### config.mk
export PLATFORM = sky130hd
export DESIGN_NAME = dcdl_sar_ctrl
export DESIGN_NICKNAME = d
export VERILOG_FILES = /design/src/rtl/dcdl_sar_ctrl.sv
export SDC_FILE = /design/constraint.sdc
export NUM_CORES = 1
export LEC_CHECK = 0
export ABC_AREA = 1
export CORE_MARGIN = 8
export CORE_UTILIZATION = 45
export DETAILED_ROUTE_END_ITERATION = 10
export PLACE_DENSITY = 0.82
export SLEW_MARGIN = 20
export SYNTH_ARGS = -nofsm -noshare
export SYNTH_HDL_FRONTEND = slang
export SYNTH_SLANG_ARGS = --single-unit
### constraint.sdc
create_clock -name clk_ext -period 2.7 [get_ports clk_ext]
set_clock_uncertainty 0.05 [all_clocks]
set_input_delay 0.54 -clock clk_ext [delete_from_list [all_inputs] [get_ports clk_ext]]
set_output_delay 0.54 -clock clk_ext [all_outputs]
set_load 0.005 [all_outputs]
### src/rtl/dcdl_sar_ctrl.sv
// SAR delay-code search followed by +/-1 LSB tracking and lock detection for the DLL delay line.
// Optional build macro DCDL_TRACK_FILTER_EN: tracking steps only after two matching decisions in a row.
`timescale 1ns/1ps
module dcdl_sar_ctrl #(
  parameter int CODE_W   = 10,
  parameter int COARSE_W = 4,
  parameter int SETTLE   = 3,
  parameter int LOCK_CNT = 8
) (
  input  logic                   clk_ext,
  input  logic                   rst_n,
  input  logic                   start,
  input  logic                   hold,
  input  logic                   pd_lead,
  input  logic                   pd_lag,
  output logic [CODE_W-1:0]      Q,
  output logic [2**COARSE_W-1:0] T,
  output logic [2**COARSE_W-1:0] Tb,
  output logic                   busy,
  output logic                   sar_done,
  output logic                   locked,
  output logic                   err_sat
);

  localparam int TW = 2**COARSE_W;
  localparam int IW = (CODE_W > 1) ? $clog2(CODE_W) : 1;
  localparam int WW = (SETTLE > 1) ? $clog2(SETTLE + 1) : 1;
  localparam int LW = $clog2(LOCK_CNT + 1);
  localparam logic [IW-1:0]     I_MSB  = IW'(CODE_W - 1);
  localparam logic [WW-1:0]     W_LAST = WW'(SETTLE - 1);
  localparam logic [LW-1:0]     L_MAX  = LW'(LOCK_CNT);
  localparam logic [CODE_W-1:0] Q_MAX  = {CODE_W{1'b1}};
  localparam logic [CODE_W-1:0] Q_ZERO = {CODE_W{1'b0}};

  typedef enum logic [2:0] {
    S_IDLE     = 3'd0,
    S_SAR_SET  = 3'd1,
    S_SAR_WAIT = 3'd2,
    S_SAR_EVAL = 3'd3,
    S_TRK_WAIT = 3'd4,
    S_TRK_EVAL = 3'd5
  } state_t;

  typedef enum logic [1:0] {
    DIR_NONE = 2'd0,
    DIR_UP   = 2'd1,
    DIR_DN   = 2'd2
  } dir_t;

  state_t            state_r;
  logic [CODE_W-1:0] q_r;
  logic [IW-1:0]     bit_r;
  logic [WW-1:0]     wait_r;
  logic [LW-1:0]     lock_cnt_r;
  dir_t              last_dir_r;
  logic              busy_r, sar_done_r, locked_r, err_sat_r;
  dir_t              dir_raw_s, dir_s;
  logic [LW-1:0]     lock_nxt_s;
  logic              repeat_s;
`ifdef DCDL_TRACK_FILTER_EN
  dir_t              pend_r;
`endif

  assign Q        = q_r;
  assign T        = ~({TW{1'b1}} << q_r[CODE_W-1 -: COARSE_W]);
  assign Tb       = ~T;
  assign busy     = busy_r;
  assign sar_done = sar_done_r;
  assign locked   = locked_r;
  assign err_sat  = err_sat_r;

  // Raw phase-detector decision; contradictory or absent indications mean no move.
  always_comb begin
    dir_raw_s = DIR_NONE;
    if (pd_lead && !pd_lag) begin
      dir_raw_s = DIR_UP;
    end else if (pd_lag && !pd_lead) begin
      dir_raw_s = DIR_DN;
    end else begin
      dir_raw_s = DIR_NONE;
    end
  end

  // Effective tracking outcome; the filtered build needs the same direction twice in a row.
  always_comb begin
    dir_s = DIR_NONE;
`ifdef DCDL_TRACK_FILTER_EN
    if ((dir_raw_s != DIR_NONE) && (dir_raw_s == pend_r)) begin
      dir_s = dir_raw_s;
    end else begin
      dir_s = DIR_NONE;
    end
`else
    dir_s = dir_raw_s;
`endif
  end

  // Saturating lock counter candidate and repeated-direction detect.
  always_comb begin
    lock_nxt_s = lock_cnt_r;
    if (lock_cnt_r == L_MAX) begin
      lock_nxt_s = L_MAX;
    end else begin
      lock_nxt_s = lock_cnt_r + LW'(1);
    end
    repeat_s = (dir_s != DIR_NONE) && (dir_s == last_dir_r);
  end

  // Main controller FSM with all registered outputs.
  always_ff @(posedge clk_ext) begin
    if (!rst_n) begin
      state_r    <= S_IDLE;
      q_r        <= Q_ZERO;
      bit_r      <= '0;
      wait_r     <= '0;
      lock_cnt_r <= '0;
      last_dir_r <= DIR_NONE;
      busy_r     <= 1'b0;
      sar_done_r <= 1'b0;
      locked_r   <= 1'b0;
      err_sat_r  <= 1'b0;
`ifdef DCDL_TRACK_FILTER_EN
      pend_r     <= DIR_NONE;
`endif
    end else if (start) begin
      state_r    <= S_SAR_SET;
      q_r        <= Q_ZERO;
      bit_r      <= I_MSB;
      wait_r     <= '0;
      lock_cnt_r <= '0;
      last_dir_r <= DIR_NONE;
      busy_r     <= 1'b1;
      sar_done_r <= 1'b0;
      locked_r   <= 1'b0;
      err_sat_r  <= 1'b0;
`ifdef DCDL_TRACK_FILTER_EN
      pend_r     <= DIR_NONE;
`endif
    end else if (hold) begin
      sar_done_r <= 1'b0;
    end else begin
      sar_done_r <= 1'b0;
      case (state_r)
        S_IDLE: begin
          state_r <= S_IDLE;
        end
        S_SAR_SET: begin
          q_r[bit_r] <= 1'b1;
          wait_r     <= '0;
          state_r    <= S_SAR_WAIT;
        end
        S_SAR_WAIT, S_TRK_WAIT: begin
          if (wait_r == W_LAST) begin
            wait_r  <= '0;
            state_r <= (state_r == S_SAR_WAIT) ? S_SAR_EVAL : S_TRK_EVAL;
          end else begin
            wait_r  <= wait_r + WW'(1);
          end
        end
        S_SAR_EVAL: begin
          q_r[bit_r] <= pd_lead;
          if (bit_r == IW'(0)) begin
            sar_done_r <= 1'b1;
            busy_r     <= 1'b0;
            wait_r     <= '0;
            state_r    <= S_TRK_WAIT;
          end else begin
            bit_r      <= bit_r - IW'(1);
            state_r    <= S_SAR_SET;
          end
        end
        S_TRK_EVAL: begin
          case (dir_s)
            DIR_UP: begin
              if (q_r == Q_MAX) err_sat_r <= 1'b1;
              else              q_r       <= q_r + CODE_W'(1);
            end
            DIR_DN: begin
              if (q_r == Q_ZERO) err_sat_r <= 1'b1;
              else               q_r       <= q_r - CODE_W'(1);
            end
            default: q_r <= q_r;
          endcase
          if (repeat_s) begin
            lock_cnt_r <= '0;
            locked_r   <= 1'b0;
          end else begin
            lock_cnt_r <= lock_nxt_s;
            locked_r   <= (lock_nxt_s == L_MAX);
          end
          if (dir_s != DIR_NONE) last_dir_r <= dir_s;
          else                   last_dir_r <= last_dir_r;
`ifdef DCDL_TRACK_FILTER_EN
          if (dir_s != DIR_NONE) pend_r <= DIR_NONE;
          else                   pend_r <= dir_raw_s;
`endif
          wait_r  <= '0;
          state_r <= S_TRK_WAIT;
        end
        default: begin
          state_r <= S_IDLE;
          busy_r  <= 1'b0;
        end
      endcase
    end
  end

endmodule

==> reports/qor.csv <==
stage,metric,value,unit
critical_path,path_cells,clkdlybuf4s50_1 > inv_1 > ha_1 > buf_4 > nand2_1 > inv_1 > nor2_1 > nand2_1 > nor2_1 > nand3_1 > nand3_1 > nand2_1 > nand3_1 > a21oi_2,
global_routing,grtUsageMet3,3.24,%
synth,async_flop_share,0,%
timing,period_share,91.8,%
synth,synth_xor_area_share,0.701,%
global_routing,grt_max_degree,14,
routing,via_per_inst,5.12,
timing,worst_slew_pin_slew,0.560,ns
critical_path,slowest_stage,clkdlybuf4s50_1,
critical_path,critPathTopFamily,simple AND/OR/NAND/NOR gates,
pwr,p_per_area,324,nW/um^2
synth,syn_nets,439,
synth,yosysUniqueCellTypes,36,
placed_design,portBuffers,49,
critical_path,worst-path-buf-inv,4,
synth,synth_fa_ha_area_share,5.01,%
clock_tree,cts_tree,done,
critical_path,critPathMaxFanout,8,
routing,dr_total_vias,2821,
synth,synth_edf_count,0,
synth,netlist_area,2500,sq um
clock_tree,cts_root_buf,clkbuf_8,
global_routing,gr-usage-met2,30.0,%
routing,dr.pass1.iters,5,
global_routing,gr-usage-met1,20.7,%
clock_tree,clkTransAtPathRegs,0.06,ns
critical_path,crit_type,primary input to register,
hold_path,hp-class,register to register,
routing,detail-route-antenna-nets,0,
synth,synth_top_family_by_area,simple AND/OR/NAND/NOR gates,
synth,seq_area_frac_synth,23.2,%
timing,rsz0062_at_grt,false,
critical_path,cp-end-kind,register,
floorplanning,start_util,45.9,%
clock_tree,clk_latency,0.28,ns
routing,detail_route.wl_per_cell,12.9,um
clock_tree,cts_sinks,29,
synth,synthCells,423,
floorplanning,die_w,90.5,um
floorplanning,ios,52,
pwr,power,1020,uW
global_routing,grt_pass1_wl,12000,um
critical_path,required,2.83,ns
outcome,outcome,"complete, no violations",
clock_tree,clk_path_buf_depth,2,
floorplanning,dieHeight,90.5,um
global_routing,grt_pass1_vias,2628,
pwr,p_leak,0.00147,uW
global_routing,grt_busiest_layer,met2,
final_layout,num-fill-cells,532,
critical_path,arrival,2.60,ns
global_routing,grt.total_usage,17.1,%
placed_design,gp_congestion,0.936,
timing,slew_headroom,62.5,%
timing,fmax,404,MHz
timing,post-route-min-period,2.48,ns
floorplanning,core_area,5440,sq um
synth,synth_mux_area_share,0,%
job,cap_violations,0,
global_routing,antenna_found_initial,0,
placed_design,dpl.hpwl,5710,um
pwr,ir_drop,336,uV
final_layout,drive_above_1_share,8.14,%
synth,ys.flop_type,dfxtp_1,
timing,hold_violations,0,
routing,drt_iter0_markers,135,
critical_path,critPathLaunchType,primary input,
routing,wl,7120,um
synth,yosys.area_share.simple,37.5,%
synth,synth_warnings,0,
synth,synth_seq_cells,29,
synth,synth_compound_area_share,18.9,%
final_layout,diodes,0,
critical_path,max_stage_delay,0.49,ns
synth,syn_avg_cell_area,5.91,sq um
final_layout,area_delta_synth_final,26.7,%
clock_tree,cts_buffers,5,
clock_tree,htree_levels,2,
floorplanning,die_area,8190,sq um
timing,slew_viol_final,0,
global_routing,gr-total-overflow,0,
floorplanning,rows,27,
routing,route.detailed.drc,0,
final_layout,post-route-util,58.2,%
final_layout,finalNetCount,494,
timing,finalSetupViolCount,0,
timing,whs,0.404,ns
## worst paths after layout
path              slack, ns       start  cells past startpoint  endpoint
setup / recovery       0.22     pd_lead                     14      Q[9]
hold / removal         0.40     err_sat                      2   err_sat
setup reg to reg       0.70  state_r[1]                     11  bit_r[3]
hold reg to reg        0.40     err_sat                      2   err_sat
## through the flow
stage	std cells	setup WS (ns)	setup TNS, ns	instance area (sq um)
2_1_floorplan	423	0.572	0	2500
3_3_place_gp	543	0.0123	0	3080
3_5_place_dp	543	-0.0490	-0.140	3080
4_1_cts	551	0.227	0	3160
5_1_grt	551	0.0330	0	3170
6_report	551	0.223	0	3170
## kinds of logic (layout without fill, tap and decap cells)
kind of cell / Yosys count / after routing
fa+ha+maj: 10 / 10
buf+inv: 87 / 143
other cells: 2 / 2
xor+xnor: 2 / 2
compound gates: 83 / 83
simple gates: 210 / 210
flops: 29 / 29
## registers in the layout (all words and copies together) (netlist names)
name,flops
Q,10
bit_r,4
busy,1
err_sat,1
last_dir_r,2
lock_cnt_r,4
locked,1
sar_done,1
state_r,3
wait_r,2
## cells in the mapped netlist, types with 5 or more instances
cell | number | share of area, %
nor2_1 | 49 | 7.4
nand3_1 | 28 | 5.6
dfxtp_1 | 29 | 23
nand2_1 | 105 | 16
inv_1 | 70 | 11
ha_1 | 10 | 5.0
nor3_1 | 6 | 1.2
a21oi_1 | 31 | 6.2
nand2_2 | 5 | 1.3
o21ai_0 | 31 | 6.2
o211ai_1 | 6 | 1.8
## repair_timing
action / in CTS / in global routing
gates resized for setup: 0 / 1
hold buffers: 0 / 0
setup endpoints to repair: 0 / 1
buffers inserted: 0 / 0
## final cells by class
class / count / area, sq um / share of cell area [%]
inverters: 76 / 285 / 9.01
well taps: 72 / 90.1 / 2.84
repair buffers: 59 / 566 / 17.9
flip-flops and latches: 29 / 581 / 18.3
multi-input cells: 307 / 1560 / 49.3
clock inverters: 2 / 10.0 / 0.316
clock buffers: 6 / 72.6 / 2.29
## cells in the final DEF, fill, tap and decap left out, drive strengths merged
cell type      count
nand3b             3
nor4               2
o211ai             6
o32ai              1
nor3               6
nand4              2
o21bai             1
inv               74
o22ai              1
clkbuf             6
o21ai             32
o21a               1
a22oi              3
ha                10
nor2              56
a21o               1
dfxtp             29
buf               10
xor2               2
clkinv             4
a21oi             33
clkdlybuf4s50     49
a22o               4
conb               2
nand2            112
nand3             29
## routing by layer
metal | wire length [um] | share of wire, %
met5 | 0 | 0
met4 | 72 | 1.0
met3 | 352 | 4.9
met2 | 3500 | 49
met1 | 3190 | 45
## worst register-to-register path, stage by stage (launching register included)
cell and delay, ns:
dfxtp_1 0.38, inv_1 0.08, nor2_1 0.13, nand2_1 0.10, inv_1 0.25, nand2_1 0.23, nor2_2 0.22, nand2_1 0.11
o21ai_0 0.16, nand3b_1 0.10, nand2_1 0.07, inv_1 0.03
## power breakdown
part	internal [uW]	switching [uW]
clock	178	169
combinational	94.6	131
sequential	438	14.5
Note: power is estimated with default switching activity, not from simulation.
